==> src/rtl/pc_sequencer.sv <==
// Program-counter sequencer: boot/run/halt control, prioritised redirects,
// valid/ready fetch handshake and a circular return-address stack.
module pc_sequencer #(
   parameter int              XLEN         = 32,
   parameter logic [XLEN-1:0] RESET_VECTOR = '0,
   parameter int              INST_BYTES   = 4,
   parameter int              RAS_DEPTH    = 4
) (
   input  logic            clk,
   input  logic            reset,
   output logic            fetch_valid,
   input  logic            fetch_ready,
   output logic [XLEN-1:0] pc,
   input  logic            stall,
   input  logic            branch_taken,
   input  logic [XLEN-1:0] branch_offset,
   input  logic            jump,
   input  logic [XLEN-1:0] jump_target,
   input  logic            jalr,
   input  logic [XLEN-1:0] reg_target,
   input  logic            call,
   input  logic            ret,
   input  logic            trap_valid,
   input  logic [XLEN-1:0] trap_vector,
   input  logic            halt,
   output logic            misaligned,
   output logic            ras_underflow
);

   localparam logic [1:0] ST_BOOT = 2'd0;
   localparam logic [1:0] ST_RUN  = 2'd1;
   localparam logic [1:0] ST_HALT = 2'd2;

   localparam int              PW       = $clog2(RAS_DEPTH);
   localparam logic [XLEN-1:0] STEP     = XLEN'(INST_BYTES);
   localparam logic [XLEN-1:0] LOW_MASK = XLEN'(INST_BYTES - 1);
   localparam logic [PW:0]     RAS_FULL = (PW + 1)'(RAS_DEPTH);

   logic [1:0]      state_reg, state_next;
   logic [XLEN-1:0] pc_reg, pc_next;
   logic [XLEN-1:0] seq_pc;
   logic [XLEN-1:0] target;
   logic            redirect, advance;
   logic            misaligned_reg, misaligned_next;
   logic            underflow_reg, underflow_next;

   logic [XLEN-1:0] ras_mem [RAS_DEPTH];
   logic [PW-1:0]   ras_top_reg, ras_top_next;
   logic [PW:0]     ras_count_reg, ras_count_next;
   logic            ras_push, ras_pop, ras_clear;
   logic            ras_wr_en;
   logic [PW-1:0]   ras_wr_addr;

   assign seq_pc = pc_reg + STEP;

   always_comb begin
      state_next     = state_reg;
      target         = pc_reg;
      redirect       = 1'b0;
      advance        = 1'b0;
      underflow_next = 1'b0;
      ras_push       = 1'b0;
      ras_pop        = 1'b0;
      ras_clear      = 1'b0;
      case (state_reg)
         ST_BOOT: state_next = ST_RUN;
         ST_RUN: begin
            if (trap_valid) begin
               redirect  = 1'b1;
               target    = trap_vector;
               ras_clear = 1'b1;
            end else if (halt) begin
               state_next = ST_HALT;
            end else if (!stall) begin
               ras_push = call & (jump | jalr);
               if (ret) begin
                  redirect = 1'b1;
                  if (ras_count_reg != '0) begin
                     target  = ras_mem[ras_top_reg];
                     ras_pop = 1'b1;
                  end else begin
                     target         = reg_target;
                     underflow_next = 1'b1;
                  end
               end else if (jalr) begin
                  redirect = 1'b1;
                  target   = reg_target;
               end else if (jump) begin
                  redirect = 1'b1;
                  target   = jump_target;
               end else if (branch_taken) begin
                  redirect = 1'b1;
                  target   = seq_pc + branch_offset;
               end else if (fetch_ready) begin
                  advance = 1'b1;
               end
            end
         end
         ST_HALT: begin
            if (trap_valid) begin
               state_next = ST_RUN;
               redirect   = 1'b1;
               target     = trap_vector;
               ras_clear  = 1'b1;
            end
         end
         default: state_next = ST_BOOT;
      endcase

      if (redirect)
         pc_next = target & ~LOW_MASK;
      else if (advance)
         pc_next = seq_pc;
      else
         pc_next = pc_reg;
      misaligned_next = redirect & (|(target & LOW_MASK));
   end

   // Pop-plus-push rewrites the top in place so the depth is unchanged.
   always_comb begin
      ras_top_next   = ras_top_reg;
      ras_count_next = ras_count_reg;
      ras_wr_en      = 1'b0;
      ras_wr_addr    = ras_top_reg;
      if (ras_clear) begin
         ras_count_next = '0;
      end else if (ras_pop && ras_push) begin
         ras_wr_en = 1'b1;
      end else if (ras_pop) begin
         ras_top_next   = ras_top_reg - PW'(1);
         ras_count_next = ras_count_reg - (PW + 1)'(1);
      end else if (ras_push) begin
         ras_top_next = ras_top_reg + PW'(1);
         ras_wr_addr  = ras_top_reg + PW'(1);
         ras_wr_en    = 1'b1;
         if (ras_count_reg != RAS_FULL)
            ras_count_next = ras_count_reg + (PW + 1)'(1);
      end
   end

   always_ff @(posedge clk) begin
      if (reset) begin
         state_reg      <= ST_BOOT;
         pc_reg         <= RESET_VECTOR;
         ras_top_reg    <= '0;
         ras_count_reg  <= '0;
         misaligned_reg <= 1'b0;
         underflow_reg  <= 1'b0;
      end else begin
         state_reg      <= state_next;
         pc_reg         <= pc_next;
         ras_top_reg    <= ras_top_next;
         ras_count_reg  <= ras_count_next;
         misaligned_reg <= misaligned_next;
         underflow_reg  <= underflow_next;
      end
   end

   // Stack contents need no reset: entries are only read while count is nonzero.
   always_ff @(posedge clk) begin
      if (ras_wr_en)
         ras_mem[ras_wr_addr] <= seq_pc;
   end

   assign fetch_valid   = (state_reg == ST_RUN);
   assign pc            = pc_reg;
   assign misaligned    = misaligned_reg;
   assign ras_underflow = underflow_reg;

endmodule

==> config.mk <==
export PLATFORM = sky130hd
export DESIGN_NAME = pc_sequencer
export DESIGN_NICKNAME = d
export VERILOG_FILES = /design/src/rtl/pc_sequencer.sv
export SDC_FILE = /design/constraint.sdc
export NUM_CORES = 1
export LEC_CHECK = 0
export CELL_PAD_IN_SITES_DETAIL_PLACEMENT = 1
export CELL_PAD_IN_SITES_GLOBAL_PLACEMENT = 1
export CORE_ASPECT_RATIO = 1.25
export CORE_UTILIZATION = 38
export DETAILED_ROUTE_END_ITERATION = 16
export PLACE_DENSITY = 0.81
export SLEW_MARGIN = 20
export SYNTH_ARGS = -nofsm -noshare
export SYNTH_HDL_FRONTEND = slang
export SYNTH_SLANG_ARGS = --single-unit
==> constraint.sdc <==
create_clock -name clk -period 3.8 [get_ports clk]
set_clock_uncertainty 0.15 [all_clocks]
set_input_delay 0.76 -clock clk [delete_from_list [all_inputs] [get_ports clk]]
set_output_delay 0.76 -clock clk [all_outputs]
set_load 0.01 [all_outputs]
==> results of run 1 <==
[timing repair]
action,4_1_cts,5_1_grt
buffers inserted,6,10
gates cloned,0,0
pin swaps,7,19
resized for setup,17,70
setup endpoints to repair,9,13
hold buffers,0,0
endpoints found under the hold margin,0,0
[power by group through the flow]
stage / logic, mW / registers [mW] / clock network [mW]
global placement: 0.829 / 1.96 / 0
floorplan: 0.377 / 1.97 / 0
global route: 0.990 / 1.93 / 1.90
finish: 0.950 / 1.93 / 1.86
CTS: 0.879 / 1.93 / 1.84
detailed placement: 0.854 / 1.96 / 0
[metal layers]
layer / track usage (%) / routed length, microns / up-vias
li1: - / - / 4275
met1: 39.3 / 16800 / 5168
met2: 55.1 / 23000 / 850
met3: 6.88 / 4610 / 224
met4: 20.3 / 2900 / 2
met5: 0 / 29 / -
[cell families after synthesis]
logic type	Yosys count	share of synthesized area [%]
compound gates	291	18.9
simple gates	313	16.1
fa+ha+maj	40	5.21
xor+xnor	52	4.60
buf+inv	76	3.29
mux	33	7.13
other cells	1	0.0379
flops	161	44.7
[through the flow]
stage / hold WS, ps / util (%) / worst slack (ps) / setup TNS [ps]
global placement: 323 / 50.8 / -251 / -1400
finish: 368 / 55.5 / -151 / -412
CTS: 357 / 53.7 / 7.33 / 0
global route: 389 / 55.5 / -210 / -884
floorplan: 321 / - / 38.2 / 0
detailed placement: 330 / 50.8 / -413 / -3080
[cell type report]
class                   instances  share of cell area, %
inverters                      16                  0.426
well taps                     335                   2.98
flip-flops and latches        161                   31.4
repair buffers                325                   20.7
clock buffers                  22                   3.44
multi-input cells             731                   40.1
clock inverters                10                  0.933
[worst reg2reg max path, stage by stage (launching register included)]
cell	delay, ps
dfxtp_4	380
ha_1	190
and2_1	210
buf_4	150
and4_2	280
buf_4	150
nand4_1	200
xnor2_2	380
ha_4	280
a21oi_2	140
o21a_1	190
o21ai_1	100
a21oi_2	190
a211oi_2	100
or3_1	370
a31oi_1	240
nor3_1	100
[worst paths after layout]
path	startpoint	endpoint	slack (ps)
hold / removal	pc[8]$_SDFFE_PP0P_	pc[8]$_SDFFE_PP0P_	370
hold reg to reg	pc[8]$_SDFFE_PP0P_	pc[8]$_SDFFE_PP0P_	370
setup reg to reg	pc[2]$_SDFFE_PP0P_	pc[27]$_SDFFE_PP0P_	-150
setup / recovery	pc[2]$_SDFFE_PP0P_	pc[27]$_SDFFE_PP0P_	-150
[cell usage after synthesis (4+ instances only)]
master     instances
nand2_1           84
o31ai_1            5
nor3_1            31
a221oi_1          15
o21a_1             4
o211ai_1          11
nor4_1             7
o21bai_1           6
mux4_2            30
and3_2             4
o21ai_0           64
xnor2_1           29
a211oi_1           9
or3_1             14
and3_1             6
buf_2              5
nand4_1            9
a21oi_1           94
nand2b_1           5
buf_1              6
nand3_1           38
dfxtp_1           41
inv_1             16
xor2_1            23
clkbuf_1          43
a21o_1            16
o2111ai_1          5
a41oi_1            4
o311ai_0           9
edfxtp_1         120
or2_2              4
and4_1             5
ha_1              38
and2_1             7
nor2_1            70
nor2b_1            7
a31oi_1           17
==> flow_metrics.tcl, run 1 <==
set metrics [dict create \
    grt_use_total_pct 33.1 \
    postRouteAntennaNets 0 \
    cts_htree_levels 4 \
    status "finished with violations" \
    pin_count 174 \
    finalPower_mw 4.74 \
    largest_reg_flops 120 \
    drv_cap 0 \
    cp_data_required_time_ps 3940 \
    combPwrFrac_pct 20.1 \
    synth_edf_count 120 \
    cts_tree "done" \
    yosys.area.top_type "edfxtp_1" \
    rows 65 \
    max_stage_delay_ps 380 \
    synthArstFlopShare_pct 0 \
    setup_ws_ps -151 \
    diodes 0 \
    grt_pass1_wl_mm 65.5 \
    p_sw_mw 1.31 \
    fin_crit_ps 3950 \
    grt_start_max_net_pins 38 \
    start_util_pct 39.0 \
    ys_types 74 \
    ys_warn_count 0 \
    hold_depth 2 \
    cp_cell_sequence "ha_1 > and2_1 > buf_4 > and4_2 > buf_4 > nand4_1 > xnor2_2 > ha_4 > a21oi_2 > o21a_1 > o21ai_1 > a21oi_2 > a211oi_2 > or3_1 > a31oi_1 > nor3_1" \
    ys_top_cells_by_area "edfxtp_1, dfxtp_1, mux4_2" \
    areaGrowthSynthToFinish_pct 42.4 \
    rsz0062_at_grt "yes" \
    fin_crit_sh_pct 104 \
    layout_common_cells "clkdlybuf4s50_1, buf_4, edfxtp_1" \
    numCtsBuffers 17 \
    clk-insertion-delay-late_ps 440 \
    fin_cells 1600 \
    ir_worst_vdd_uv 293 \
    placed_cells 1552 \
    drtIter0Drc 1325 \
    pwr-share-clk_pct 39.2 \
    dieArea_sq_um 26700 \
    postSynthCellCount 967 \
    portBuffers 171 \
    routed_wl_mm 47.3 \
    synth.yosys.seq_area_share_pct 44.7 \
    num-fill-cells 2776 \
    p_seq_share_pct 40.7 \
    drc 0 \
    finalInstanceArea_sq_um 14100 \
    synth_ff_type "edfxtp_1" \
    maxSlewViolCount 0 \
    tightestPinTransition_ps 794 \
    critPathTopFamily "simple AND/OR/NAND/NOR gates" \
    worst-path-buf-inv 2 \
    die_w_microns 146 \
    slowest_stage "dfxtp_4" \
    leakage_nw 4.98 \
    multi_input_area_sq_um 5650 \
    cp_max_fo 4 \
    die_h_microns 182 \
    violations "negative setup slack" \
    cp.depth 16 \
    synth_top_area_share_pct 36.4 \
    intPower_mw 3.42 \
    hold_violations 0 \
    via_per_inst 6.57 \
    post_drt_wl_per_cell_microns 29.6 \
    p_per_area_nw_per_um2 336 \
    dr.pass1.iters 6 \
    antenna_found_initial 1 \
    grt_overflow_total 0 \
    r2r_cells 16 \
    path_class "reg2reg" \
    root_buffer "clkbuf_16" \
    synth_area_sq_um 9900 \
    place_area_sq_um 12900 \
    vias 10500 \
    clk_pin_slew_worst_paths_ps 70 \
    syn_avg_cell_area_sq_um 10.2 \
    core_area_sq_um 25400 \
    place_congestion 0.906 \
    synth-seq-cells 161 \
    clock_path_buffers 2 \
    setup_viol 5 \
    grt_pass1_vias 10900 \
    swShare_pct 27.7 \
    hpwlAfterDp_mm 32.1 \
    cp-end-kind "register" \
    final_common_cell "clkdlybuf4s50_1" \
    final-seq-area_sq_um 4430 \
    startpoint_type "register" \
    clock_sinks 161 \
    cp.arrival_ps 4090 \
    slew_headroom_pct 46.9 \
    hp-class "reg2reg" \
    final_layout_size_suffix_gt1_share_pct 24.3 \
    fmax_ghz 0.253 \
    finalNetCount 1431 \
]
Note: power is estimated with default switching activity, not from simulation.
==> run 2, diff against run 1 <==
CORE_MARGIN = 5   (was unset)
CORE_UTILIZATION = 39   (was 38)
CTS_BUF_LIST = sky130_fd_sc_hd__clkbuf_2 sky130_fd_sc_hd__clkbuf_4 sky130_fd_sc_hd__clkbuf_8   (was unset)
PLACE_DENSITY = 0.83   (was 0.81)
==> flow_metrics.tcl, run 2 (synthesized netlist as in run 1, its figures left out) <==
set metrics [dict create \
    cp-end-kind "register" \
    clk-insertion-delay-late_ps 490 \
    setup_viol 0 \
    pin_count 174 \
    gr-max-usage-layer "met2" \
    startpoint_type "register" \
    cp.arrival_ps 4000 \
    clock_sinks 161 \
    pwr-share-clk_pct 33.2 \
    grt_pass1_wl_mm 61.0 \
    hold_violations 0 \
    dieArea_sq_um 28700 \
    slew_headroom_pct 44.1 \
    setup_ws_ps 48.2 \
    routed_wl_mm 42.3 \
    drv_cap 0 \
    fin_cells 1566 \
    largest_reg_flops 120 \
    grt_pass1_vias 10300 \
    dr.pass1.iters 6 \
    grt_overflow_total 0 \
    p_seq_share_pct 45.8 \
    leakage_nw 4.66 \
    tightestPinTransition_ps 838 \
    hold_end "ras_count_reg[2]$_SDFFE_PP0P_" \
    finalPower_mw 4.20 \
    die_h_microns 188 \
    core_area_sq_um 25100 \
    status "finished, final reports clean" \
    fmax_ghz 0.267 \
    hpwlAfterDp_mm 29.9 \
    vias 9904 \
    rows 65 \
    cts_htree_levels 4 \
    placed_cells 1528 \
    numCtsBuffers 17 \
    antenna_found_initial 0 \
    grt_start_max_net_pins 38 \
    cp_data_required_time_ps 4050 \
    hp-class "reg2reg" \
    hold_depth 2 \
    num-fill-cells 2781 \
    combPwrFrac_pct 21.0 \
    swShare_pct 29.6 \
    postRouteAntennaNets 0 \
    grt_use_met1_pct 34.3 \
    clk_pin_slew_worst_paths_ps 90 \
    path_class "reg2reg" \
    preCtsSetupSlack_ps -244 \
    min_from "ras_count_reg[2]$_SDFFE_PP0P_" \
    grt_use_total_pct 27.6 \
    rsz0062_at_grt "yes" \
    r2r_cells 15 \
    place_congestion 0.905 \
    multi_input_area_sq_um 5400 \
    start_util_pct 39.4 \
    finalInstanceArea_sq_um 13400 \
    areaGrowthSynthToFinish_pct 35.4 \
    reg2reg_to "pc[28]$_SDFFE_PP0P_" \
    layout_common_cells "clkdlybuf4s50_1, edfxtp_1, buf_4" \
    place_area_sq_um 12700 \
    drc 0 \
    fin_crit_sh_pct 98.7 \
    cts_tree "done" \
    drtIter0Drc 1037 \
    global_route.usage.met3_pct 4.71 \
    clock_path_buffers 2 \
    portBuffers 171 \
    via_per_inst 6.32 \
    diodes 0 \
    root_buffer "clkbuf_8" \
    worst_hold_slack_ps 385 \
    r2r_start "pc[2]$_SDFFE_PP0P_" \
    p_per_area_nw_per_um2 313 \
    cp_max_fo 5 \
    fin_crit_ps 3750 \
    final_layout_size_suffix_gt1_share_pct 20.5 \
    final_common_cell "clkdlybuf4s50_1" \
    post_drt_wl_per_cell_microns 27.0 \
    r2r_slack_ps 50 \
    met2_usage_pct 46.4 \
    ir_worst_vdd_uv 203 \
    die_w_microns 152 \
    p_sw_mw 1.24 \
    maxSlewViolCount 0 \
    intPower_mw 2.96 \
    final-seq-area_sq_um 4430 \
    finalNetCount 1398 \
]
## run 2: changes by cell type in the layout (fill, tap and decap cells not counted), moves of 4 or more
| cell | change |
|---|---|
| a21oi_4 | -4 |
| clkbuf_8 | +13 |
| ha_1 | +5 |
| ha_4 | -5 |
| clkbuf_16 | -17 |
| clkinvlp_4 | +4 |
| buf_4 | -35 |
| xnor2_1 | +6 |
## run 2: critical path, stage by stage, from the launching register on
cell       delay, ps
dfxtp_1          370
ha_1             190
and2_1           180
and2_2           180
nand2_2           90
nor2_2           200
xor2_2           190
ha_1             320
buf_4            170
o21a_1           200
o211ai_1         280
a21oi_2          100
a211oi_4         310
a2111oi_1        140
or4_1            510
o211ai_1          90
## run 2: cell type report
type / count / share of cell area [%]
clock buffers: 18 / 1.80
clock inverters: 13 / 1.32
inverters: 16 / 0.448
multi-input cells: 731 / 40.3
flip-flops and latches: 161 / 33.0
well taps: 335 / 3.13
repair buffers: 292 / 20.0
## run 2: how the worst max path moves through the flow
stage | start | slack, ps | to
after global routing | pc[2]$_SDFFE_PP0P_ | -110 | pc[28]$_SDFFE_PP0P_
after detailed placement | branch_offset[2] | -240 | pc[28]$_SDFFE_PP0P_
after global placement | branch_offset[2] | -180 | pc[28]$_SDFFE_PP0P_
final | pc[2]$_SDFFE_PP0P_ | 50 | pc[28]$_SDFFE_PP0P_
after CTS | pc[3]$_SDFFE_PP0P_ | 10 | pc[28]$_SDFFE_PP0P_
after floorplan | ret | 40 | ras_mem[2][10]$_DFFE_PP_
## run 2: power by group through the flow
stage	clock network, mW	logic [mW]	registers, mW
after floorplan	0	0.377	1.97
after global placement	0	0.800	1.96
after detailed placement	0	0.821	1.96
after CTS	1.38	0.838	1.92
after global routing	1.48	0.923	1.93
final	1.39	0.882	1.92
## run 2: what timing repair did
item                       4_1_cts  5_1_grt
hold buffers                     0        0
gates cloned                     0        0
hold endpoints to repair         0        0
buffers inserted                 3        4
pin swaps                        4       15
resized for setup               11       41
setup endpoints to repair       10       11
## run 2: layer usage
layer	part of all wire, %	wire length [microns]	vias to the layer above
li1	-	-	4210
met4	5.2	2190	0
met2	48	20400	669
met5	0	0	-
met3	8.6	3620	181
met1	38	16100	4844
## run 2: stage by stage
stage	utilization [%]	TNS, ps
after floorplan	-	0
after global placement	50.6	-864
after detailed placement	50.6	-1410
after CTS	52.5	0
after global routing	53.3	-311
final	53.3	0
==> run 3, diff against run 2 <==
CAP_MARGIN = 20   (was unset)
==> results of run 3 <==
Same layout as run 2: the final DEF is identical, and so are final timing and power.
